File: config.mk
export PLATFORM = sky130hd
export DESIGN_NAME = slave_frame_receiver_fsm
export DESIGN_NICKNAME = d
export VERILOG_FILES = /design/src/rtl/slave_frame_receiver_fsm.sv
export SDC_FILE = /design/constraint.sdc
export NUM_CORES = 1
export LEC_CHECK = 0
export BUFFER_PORTS_ARGS = -buffer_cell sky130_fd_sc_hd__buf_2
export CAP_MARGIN = 10
export CORE_ASPECT_RATIO = 0.8
export CORE_MARGIN = 5
export CORE_UTILIZATION = 55
export CTS_BUF_LIST = sky130_fd_sc_hd__clkbuf_16
export CTS_CLUSTER_SIZE = 20
export DETAILED_ROUTE_END_ITERATION = 16
export HOLD_SLACK_MARGIN = 0.05
export PLACE_DENSITY = 0.91
export SETUP_SLACK_MARGIN = 0.2
export SLEW_MARGIN = 10
export SYNTH_ARGS = -nofsm -noshare
export SYNTH_HDL_FRONTEND = slang
export SYNTH_SLANG_ARGS = --single-unit
File: constraint.sdc
create_clock -name clk -period 9.1 [get_ports clk]
set_input_delay 1.365 -clock clk [delete_from_list [all_inputs] [get_ports clk]]
set_output_delay 1.365 -clock clk [all_outputs]
set_load 0.01 [all_outputs]
File: src/rtl/slave_frame_receiver_fsm.sv
// slave_frame_receiver_fsm
// Target-side frame receiver: collects the four 32-bit words of a frame
// (OP, B, A, RESULT) from the I2C target controller, publishes the frame,
// then streams OP and RESULT as five bytes into the UART TX FIFO.
// An inter-word timeout drops partial frames; words arriving while the
// frame is being published or transmitted are dropped and flagged.
// Optional build macro: SLAVE_OP_CHECK_EN -- when defined, an OP word with
// non-zero upper bits is rejected in IDLE (flagged on overrun_err) so the
// receiver resynchronises after a lost OP word.

module slave_frame_receiver_fsm #(
  parameter int TIMEOUT_CYCLES = 1000000,
  parameter int TIMEOUT_W      = 20
) (
  input  logic        clk,
  input  logic        reset,
  input  logic [31:0] word_in,
  input  logic        word_valid,
  input  logic        uart_tx_full,
  output logic        uart_wr,
  output logic [7:0]  uart_wr_data,
  output logic        frame_valid,
  output logic [1:0]  frame_op,
  output logic [31:0] frame_a,
  output logic [31:0] frame_b,
  output logic [31:0] frame_result,
  output logic        busy,
  output logic        timeout_err,
  output logic        overrun_err,
  output logic [2:0]  state_out
);

  typedef enum logic [2:0] {
    ST_IDLE    = 3'd0,
    ST_GET_B   = 3'd1,
    ST_GET_A   = 3'd2,
    ST_GET_R   = 3'd3,
    ST_PUBLISH = 3'd4,
    ST_TX      = 3'd5,
    ST_TX_GAP  = 3'd6
  } state_t;

  // The counter holds the number of consecutive wordless cycles already
  // seen; the timeout fires on the cycle that would make it TIMEOUT_CYCLES.
  localparam logic [TIMEOUT_W-1:0] TMO_LAST = TIMEOUT_W'(TIMEOUT_CYCLES - 1);
  localparam logic [TIMEOUT_W-1:0] TMO_ONE  = {{(TIMEOUT_W-1){1'b0}}, 1'b1};

  state_t               state_r, state_nxt_s;
  logic [TIMEOUT_W-1:0] tmo_cnt_r, tmo_cnt_nxt_s;
  logic [2:0]           idx_r, idx_nxt_s;
  logic [1:0]           op_r;
  logic [31:0]          b_r, a_r;

  logic op_ok_s, op_cap_s, b_cap_s, a_cap_s, r_cap_s;
  logic tmo_s, ovr_s, wr_s;

  logic        uart_wr_r, frame_valid_r, busy_r, timeout_err_r, overrun_err_r;
  logic [7:0]  uart_wr_data_r;
  logic [1:0]  frame_op_r;
  logic [31:0] frame_a_r, frame_b_r, frame_result_r;

  // Byte to send for a given TX index: OP first, then RESULT MSB first.
  function automatic logic [7:0] tx_byte(input logic [2:0] idx,
                                         input logic [1:0] op,
                                         input logic [31:0] res);
    case (idx)
      3'd0:    tx_byte = {6'b000000, op};
      3'd1:    tx_byte = res[31:24];
      3'd2:    tx_byte = res[23:16];
      3'd3:    tx_byte = res[15:8];
      3'd4:    tx_byte = res[7:0];
      default: tx_byte = 8'h00;
    endcase
  endfunction

`ifdef SLAVE_OP_CHECK_EN
  assign op_ok_s = (word_in[31:2] == 30'd0);
`else
  assign op_ok_s = 1'b1;
`endif

  // Next-state, timeout counter, byte index and capture/strobe decode.
  always_comb begin
    state_nxt_s   = state_r;
    tmo_cnt_nxt_s = tmo_cnt_r;
    idx_nxt_s     = idx_r;
    op_cap_s      = 1'b0;
    b_cap_s       = 1'b0;
    a_cap_s       = 1'b0;
    r_cap_s       = 1'b0;
    tmo_s         = 1'b0;
    ovr_s         = 1'b0;
    wr_s          = 1'b0;
    case (state_r)
      ST_IDLE: begin
        tmo_cnt_nxt_s = '0;
        if (word_valid && op_ok_s) begin
          op_cap_s    = 1'b1;
          state_nxt_s = ST_GET_B;
        end else if (word_valid) begin
          ovr_s       = 1'b1;
        end else begin
          state_nxt_s = ST_IDLE;
        end
      end
      ST_GET_B, ST_GET_A, ST_GET_R: begin
        // A word arriving on the limit cycle takes priority over timeout.
        if (word_valid) begin
          tmo_cnt_nxt_s = '0;
          if (state_r == ST_GET_B) begin
            b_cap_s     = 1'b1;
            state_nxt_s = ST_GET_A;
          end else if (state_r == ST_GET_A) begin
            a_cap_s     = 1'b1;
            state_nxt_s = ST_GET_R;
          end else begin
            r_cap_s     = 1'b1;
            state_nxt_s = ST_PUBLISH;
          end
        end else if (tmo_cnt_r == TMO_LAST) begin
          tmo_s         = 1'b1;
          tmo_cnt_nxt_s = '0;
          state_nxt_s   = ST_IDLE;
        end else begin
          tmo_cnt_nxt_s = tmo_cnt_r + TMO_ONE;
        end
      end
      ST_PUBLISH: begin
        ovr_s       = word_valid;
        idx_nxt_s   = 3'd0;
        state_nxt_s = ST_TX;
      end
      ST_TX: begin
        ovr_s = word_valid;
        if (!uart_tx_full) begin
          wr_s        = 1'b1;
          state_nxt_s = ST_TX_GAP;
        end else begin
          state_nxt_s = ST_TX;
        end
      end
      ST_TX_GAP: begin
        ovr_s     = word_valid;
        idx_nxt_s = idx_r + 3'd1;
        if (idx_r == 3'd4) begin
          state_nxt_s = ST_IDLE;
        end else begin
          state_nxt_s = ST_TX;
        end
      end
      default: begin
        state_nxt_s   = ST_IDLE;
        tmo_cnt_nxt_s = '0;
        idx_nxt_s     = 3'd0;
      end
    endcase
  end

  // State, counter, index and internal word capture registers.
  always_ff @(posedge clk or posedge reset) begin
    if (reset) begin
      state_r   <= ST_IDLE;
      tmo_cnt_r <= '0;
      idx_r     <= 3'd0;
      op_r      <= 2'b00;
      b_r       <= 32'h0000_0000;
      a_r       <= 32'h0000_0000;
    end else begin
      state_r   <= state_nxt_s;
      tmo_cnt_r <= tmo_cnt_nxt_s;
      idx_r     <= idx_nxt_s;
      if (op_cap_s) op_r <= word_in[1:0];
      if (b_cap_s)  b_r  <= word_in;
      if (a_cap_s)  a_r  <= word_in;
    end
  end

  // Registered outputs: frame publication, UART write strobe and error pulses.
  always_ff @(posedge clk or posedge reset) begin
    if (reset) begin
      uart_wr_r      <= 1'b0;
      uart_wr_data_r <= 8'h00;
      frame_valid_r  <= 1'b0;
      frame_op_r     <= 2'b00;
      frame_a_r      <= 32'h0000_0000;
      frame_b_r      <= 32'h0000_0000;
      frame_result_r <= 32'h0000_0000;
      busy_r         <= 1'b0;
      timeout_err_r  <= 1'b0;
      overrun_err_r  <= 1'b0;
    end else begin
      uart_wr_r     <= wr_s;
      frame_valid_r <= r_cap_s;
      busy_r        <= (state_nxt_s != ST_IDLE);
      timeout_err_r <= tmo_s;
      overrun_err_r <= ovr_s;
      if (wr_s) uart_wr_data_r <= tx_byte(idx_r, frame_op_r, frame_result_r);
      // The whole frame lands together so it is coherent during PUBLISH.
      if (r_cap_s) begin
        frame_op_r     <= op_r;
        frame_a_r      <= a_r;
        frame_b_r      <= b_r;
        frame_result_r <= word_in;
      end
    end
  end

  assign uart_wr      = uart_wr_r;
  assign uart_wr_data = uart_wr_data_r;
  assign frame_valid  = frame_valid_r;
  assign frame_op     = frame_op_r;
  assign frame_a      = frame_a_r;
  assign frame_b      = frame_b_r;
  assign frame_result = frame_result_r;
  assign busy         = busy_r;
  assign timeout_err  = timeout_err_r;
  assign overrun_err  = overrun_err_r;
  assign state_out    = state_r;

endmodule

## Word-level counts from Yosys, hierarchy flattened

Index checks and enable logic that the tools add are counted.

| storage, ports and cells | value |
|---|---|
| register bits after elaboration | 203 |
| word-level logic and storage cells | 67 |

| cells by class | value |
|---|---|
| reduce and logical (&&, ||, !) cells | 6 |
| equality and inequality tests | 11 |
| add/subtract/negate cells | 2 |
| muxes and demuxes | 32 |

Operators with widths:

| kind | number |
|---|---|
| two-way mux 20 bit | 2 |
| one-hot mux 20 bit (2 select lines) | 1 |
| one-hot mux 8 bit (5 select lines) | 1 |
| adder 20 x 1 -> 20 bit, second input constant | 1 |
| == test 20 bit, second input constant | 1 |
| two-way mux 1 bit | 20 |
| two-way mux 3 bit | 5 |
| one-hot mux 3 bit (5 select lines) | 1 |
| == test 3 x 2 -> 1 bit, second input constant | 4 |
| == test 3 bit, second input constant | 4 |
| == test 3 x 1 -> 1 bit, second input constant | 2 |
| logical NOT 3 bit | 2 |
| one-hot mux 3 bit (2 select lines) | 1 |
| OR reduction 3 bit | 2 |
| OR reduction 5 bit | 1 |
| adder 3 x 1 -> 3 bit, second input constant | 1 |
| nonzero test 3 bit | 1 |
| two-way mux 2 bit | 1 |

## Logic depth before layout (Yosys ltp)

| logic depth | value |
|---|---|
| word-level depth | 6 |
| depth in mapped cells | 9 |
| gate-level depth less buffers | 6 |

## Worst setup path after synthesis

Ideal clock, no wire load.

| timing | value |
|---|---|
| path kind | input -> register |
| start point | in word_valid |
| end point | reg tmo_cnt_r[9] |
| required time | 9036 ps |
| arrival | 2648 ps |
| stages | 5 |
| buffers on the path | 1 |
| setup slack | 6388 ps |
| setup time | 64 ps |
| cells stage by stage | clkbuf_2 > nor3_2 > o41ai_2 > or3b_1 > a21bo_1 |

| between the ends | value |
|---|---|
| word-level cells in the longest chain between the ends | 2 |

Ends and longest elaborated chain:

| item | RTL line | RTL |
|---|---|---|
| start, declared | 18 | `input logic word_valid,` |
| two-way mux 20 bit | 108 | `if (word_valid) begin` |
| one-hot mux 20 bit (2 select lines) | 94 | `case (state_r)` |
| end signal, assigned | 170 | `tmo_cnt_r <= tmo_cnt_nxt_s;` |
| end, declared | 49 | `logic [TIMEOUT_W-1:0] tmo_cnt_r, tmo_cnt_nxt_s;` |

No other way between the ends.
A chain may end at the register's enable or synchronous reset.

## Final worst setup path

| timing | value |
|---|---|
| start point | in word_valid |
| end point | reg frame_a_r[12] (netlist: frame_a[12]) |

| between the ends | value |
|---|---|
| word-level cells in the longest chain between the ends | 2 |

Ends and longest elaborated chain:

| item | RTL line | RTL |
|---|---|---|
| two-way mux 1 bit | 108 |  |
| two-way mux 1 bit | 94 |  |
| end signal, assigned | 201 | `frame_a_r <= a_r;` |
| end, declared | 60 | `logic [31:0] frame_a_r, frame_b_r, frame_result_r;` |

No other way between the ends.

==> results.toml <==
[status]
status = "finished clean"

[sta]
fin_ws_ns = 5.71
final-max-slew-violation-count = 0
setup_violations = 0
hold_slack_ns = 0.463
final.period_utilization = 0.373
final.setup.tns_ns = 0
finalHoldViolCount = 0
max_freq_mhz = 295
skew_ns = 0.0194
worst_slew_pin_slew_ns = 1.09
rsz0062_at_grt = "false"
finalCriticalPeriod_ns = 3.39
relSlewSlack = 0.272

[worst_hold_path]
min_to = "frame_b[19]"
hp-class = "flip-flop to flip-flop"
worstHoldStart = "b_r[19]"
min_path_cells = 2

[power_and_ir_drop]
power_frac_seq = 0.454
p_sw_mw = 1.20
peakVddDrop_mv = 0.222
pwr-share-comb = 0.306
sw_frac_of_total = 0.349
intPower_mw = 2.24
clkPwrFrac = 0.241
leakagePower_nw = 5.15
p_per_area_mw_per_mm2 = 350
power.total_mw = 3.44

[global_route]
grt_pass1_vias = 6144
grt_pass1_wl_mm = 32.4
grt_max_degree = 135
antenna_found_initial = 0
grt_overflow = 0
track_usage = 0.226

[route]
drc = 0
routedWlPerCell_um = 17.7
antenna_left = 0
drt_iter0_drc = 476
num_vias = 6086
viasPerCell = 5.42
firstDrtPassIters = 5
routed_wl_mm = 19.9

[worst_setup_path]
worstSetupEndpointType = "flip-flop"
arrival_ns = 3.81
reg2reg_slack_ns = 6.20
path_cells = "buf_2, nor2b_1, nand3_4, buf_16, clkinv_2, buf_4, nand2_1, nand2_1"
crit_required_ns = 9.52
slowest_stage = "buf_4"
reg2reg_from = "state_out[2]"
cpMostUsedCell = "nand2_1"
critical_path_class = "input port to flip-flop"
cpPeakStageDelay_ns = 0.75
worstReg2RegEnd = "frame_a[12]"
worstRegToRegCells = 7
cp_max_fo = 99
cp-start-kind = "input port"

[final_layout]
area_growth_pct = 18.9
nets = 964
diodes = 0
drive_above_1_share = 0.282

[yosys]
yosys.area.top_type = "dfrtp_1"
ys_types = 56
synthCells = 782
synth_edf_count = 0
synth_flop_cell = "dfrtp_1"
yosysMostFrequentCell = "nand2_1"
avgSynthCellArea_um2 = 10.6
synth_area_leaders = "dfrtp_1 (61%), nand2_1 (14%), mux2_2 (9.1%), a22oi_1 (1.2%), ha_1 (0.91%)"
async_flop_share = 1.00
yosysSeqAreaShare = 0.614
netlist_area_mm2 = 0.00827
ys_warn_count = 0
synth_seq_cells = 203
synth_common_cells = "nand2_1 (319), dfrtp_1 (203), mux2_2 (67)"
synthesis.nets = 824
synth_top_area_share = 0.614

[place]
io_buffer_count = 149
place.detailed.hpwl_mm = 13.3
pre_cts_slack_ns = 5.07
place.gp.congestion = 0.889

[clock_tree]
root_buffer = "clkbuf_16"
post_cts_resized = 0
cts.path.max_buffers = 3
cts_num_sinks = 203
cts_tree = "yes"
cts_setup_buffers = 0
hold_buffers = 0
cts_made_buffers = 20
clk_pin_slew_ns = 0.06
htreeDepth = 1
clk_latency_ns = 0.50

[die]
num_rows = 40
die_h_um = 120
ioPinCount = 150
initial_utilization = 0.556
die_x_um = 147
dieArea_mm2 = 0.0176
core_mm2 = 0.0149

[run]
max_cap_violations = 0
## final cells by class
class	count	area [µm²]
inverter	10	46.3
clock buffer	20	500
clock inverter	14	151
fill	1120	5030
timing repair buffer	155	811
tap	189	236
multi-input combinational	532	3010
sequential	203	5080
## cells by family after synthesis
family                   count (synthesis)  synth area share
AND/OR/NAND/NOR                        387             0.193
flip-flops                             203             0.614
multiplexers                            68            0.0924
AO/OA/AOI/OAI                           63            0.0570
buffers and inverters                   47            0.0254
XOR/XNOR                                 8           0.00847
adder cells (fa/ha/maj)                  6           0.00908
## flip-flops by register name, indices dropped and copies added (netlist names)
| signal | flops |
|---|---|
| a_r | 32 |
| b_r | 32 |
| busy | 1 |
| frame_a | 32 |
| frame_b | 32 |
| frame_op | 2 |
| frame_result | 32 |
| frame_valid | 1 |
| idx_r | 3 |
| op_r | 2 |
| overrun_err | 1 |
| state_out | 3 |
| timeout_err | 1 |
| tmo_cnt_r | 20 |
| uart_wr | 1 |
| uart_wr_data | 8 |
## power groups by stage
stage	Clock, mW	Sequential, mW	Combinational (mW)
2_1_floorplan	0	1.59	0.573
3_3_place_gp	0	1.55	1.01
3_5_place_dp	0	1.56	1.06
4_1_cts	0.840	1.56	1.06
5_1_grt	0.880	1.61	1.17
6_report	0.827	1.56	1.05
## how the worst max path moves through the flow
stage | from | to | slack [ns]
final | word_valid | frame_a[12] | 5.71
after global routing | word_valid | frame_b[0] | 5.46
after CTS | word_valid | frame_a[12] | 5.52
after detailed placement | word_valid | frame_b[28] | 5.07
after global placement | word_valid | frame_result[22] | 5.12
after floorplan | reset | a_r[0] | 2.20
## critical path, delay by kind of cell
kind	cells	cell delay, ns
simple gates	4	1.01
buf+inv	4	1.36
## per-stage QoR
step / instances / cell area (µm²) / utilization
finish: 1123 / 9830 / 0.661
global route: 1123 / 9830 / 0.661
CTS: 1122 / 9800 / 0.660
detailed placement: 1088 / 9150 / 0.616
global placement: 1088 / 9150 / 0.616
floorplan: 782 / 8270 / -
## layer usage
metal | track usage | share of wire
met5 | 0 | 0
met4 | 0.0489 | 0.019
met2 | 0.360 | 0.47
met3 | 0.0502 | 0.071
met1 | 0.322 | 0.44
## cells in the final DEF, fill, tap and decap left out, types with 2 or more instances in the layout
master and n:
and3_1 5, o21ai_1 2, a22o_1 8, nand4_1 4, nor3_1 5, a21o_1 4
or3_1 3, a22oi_1 13, nand3_1 8, a31oi_1 2, nor2b_1 4, clkbuf_16 20
a222oi_1 2, buf_2 149, clkinv_1 3, o21ai_0 13, nor2_1 18, bufinv_16 3
nor3b_1 2, buf_4 5, inv_1 12, nor4_1 3, xor2_1 7, and2_1 3
ha_1 6, and4_1 2, nand2_1 319, a21oi_1 5, mux2_2 67, clkinv_2 3
dfrtp_1 203
Power figures use the tool's default switching activity.
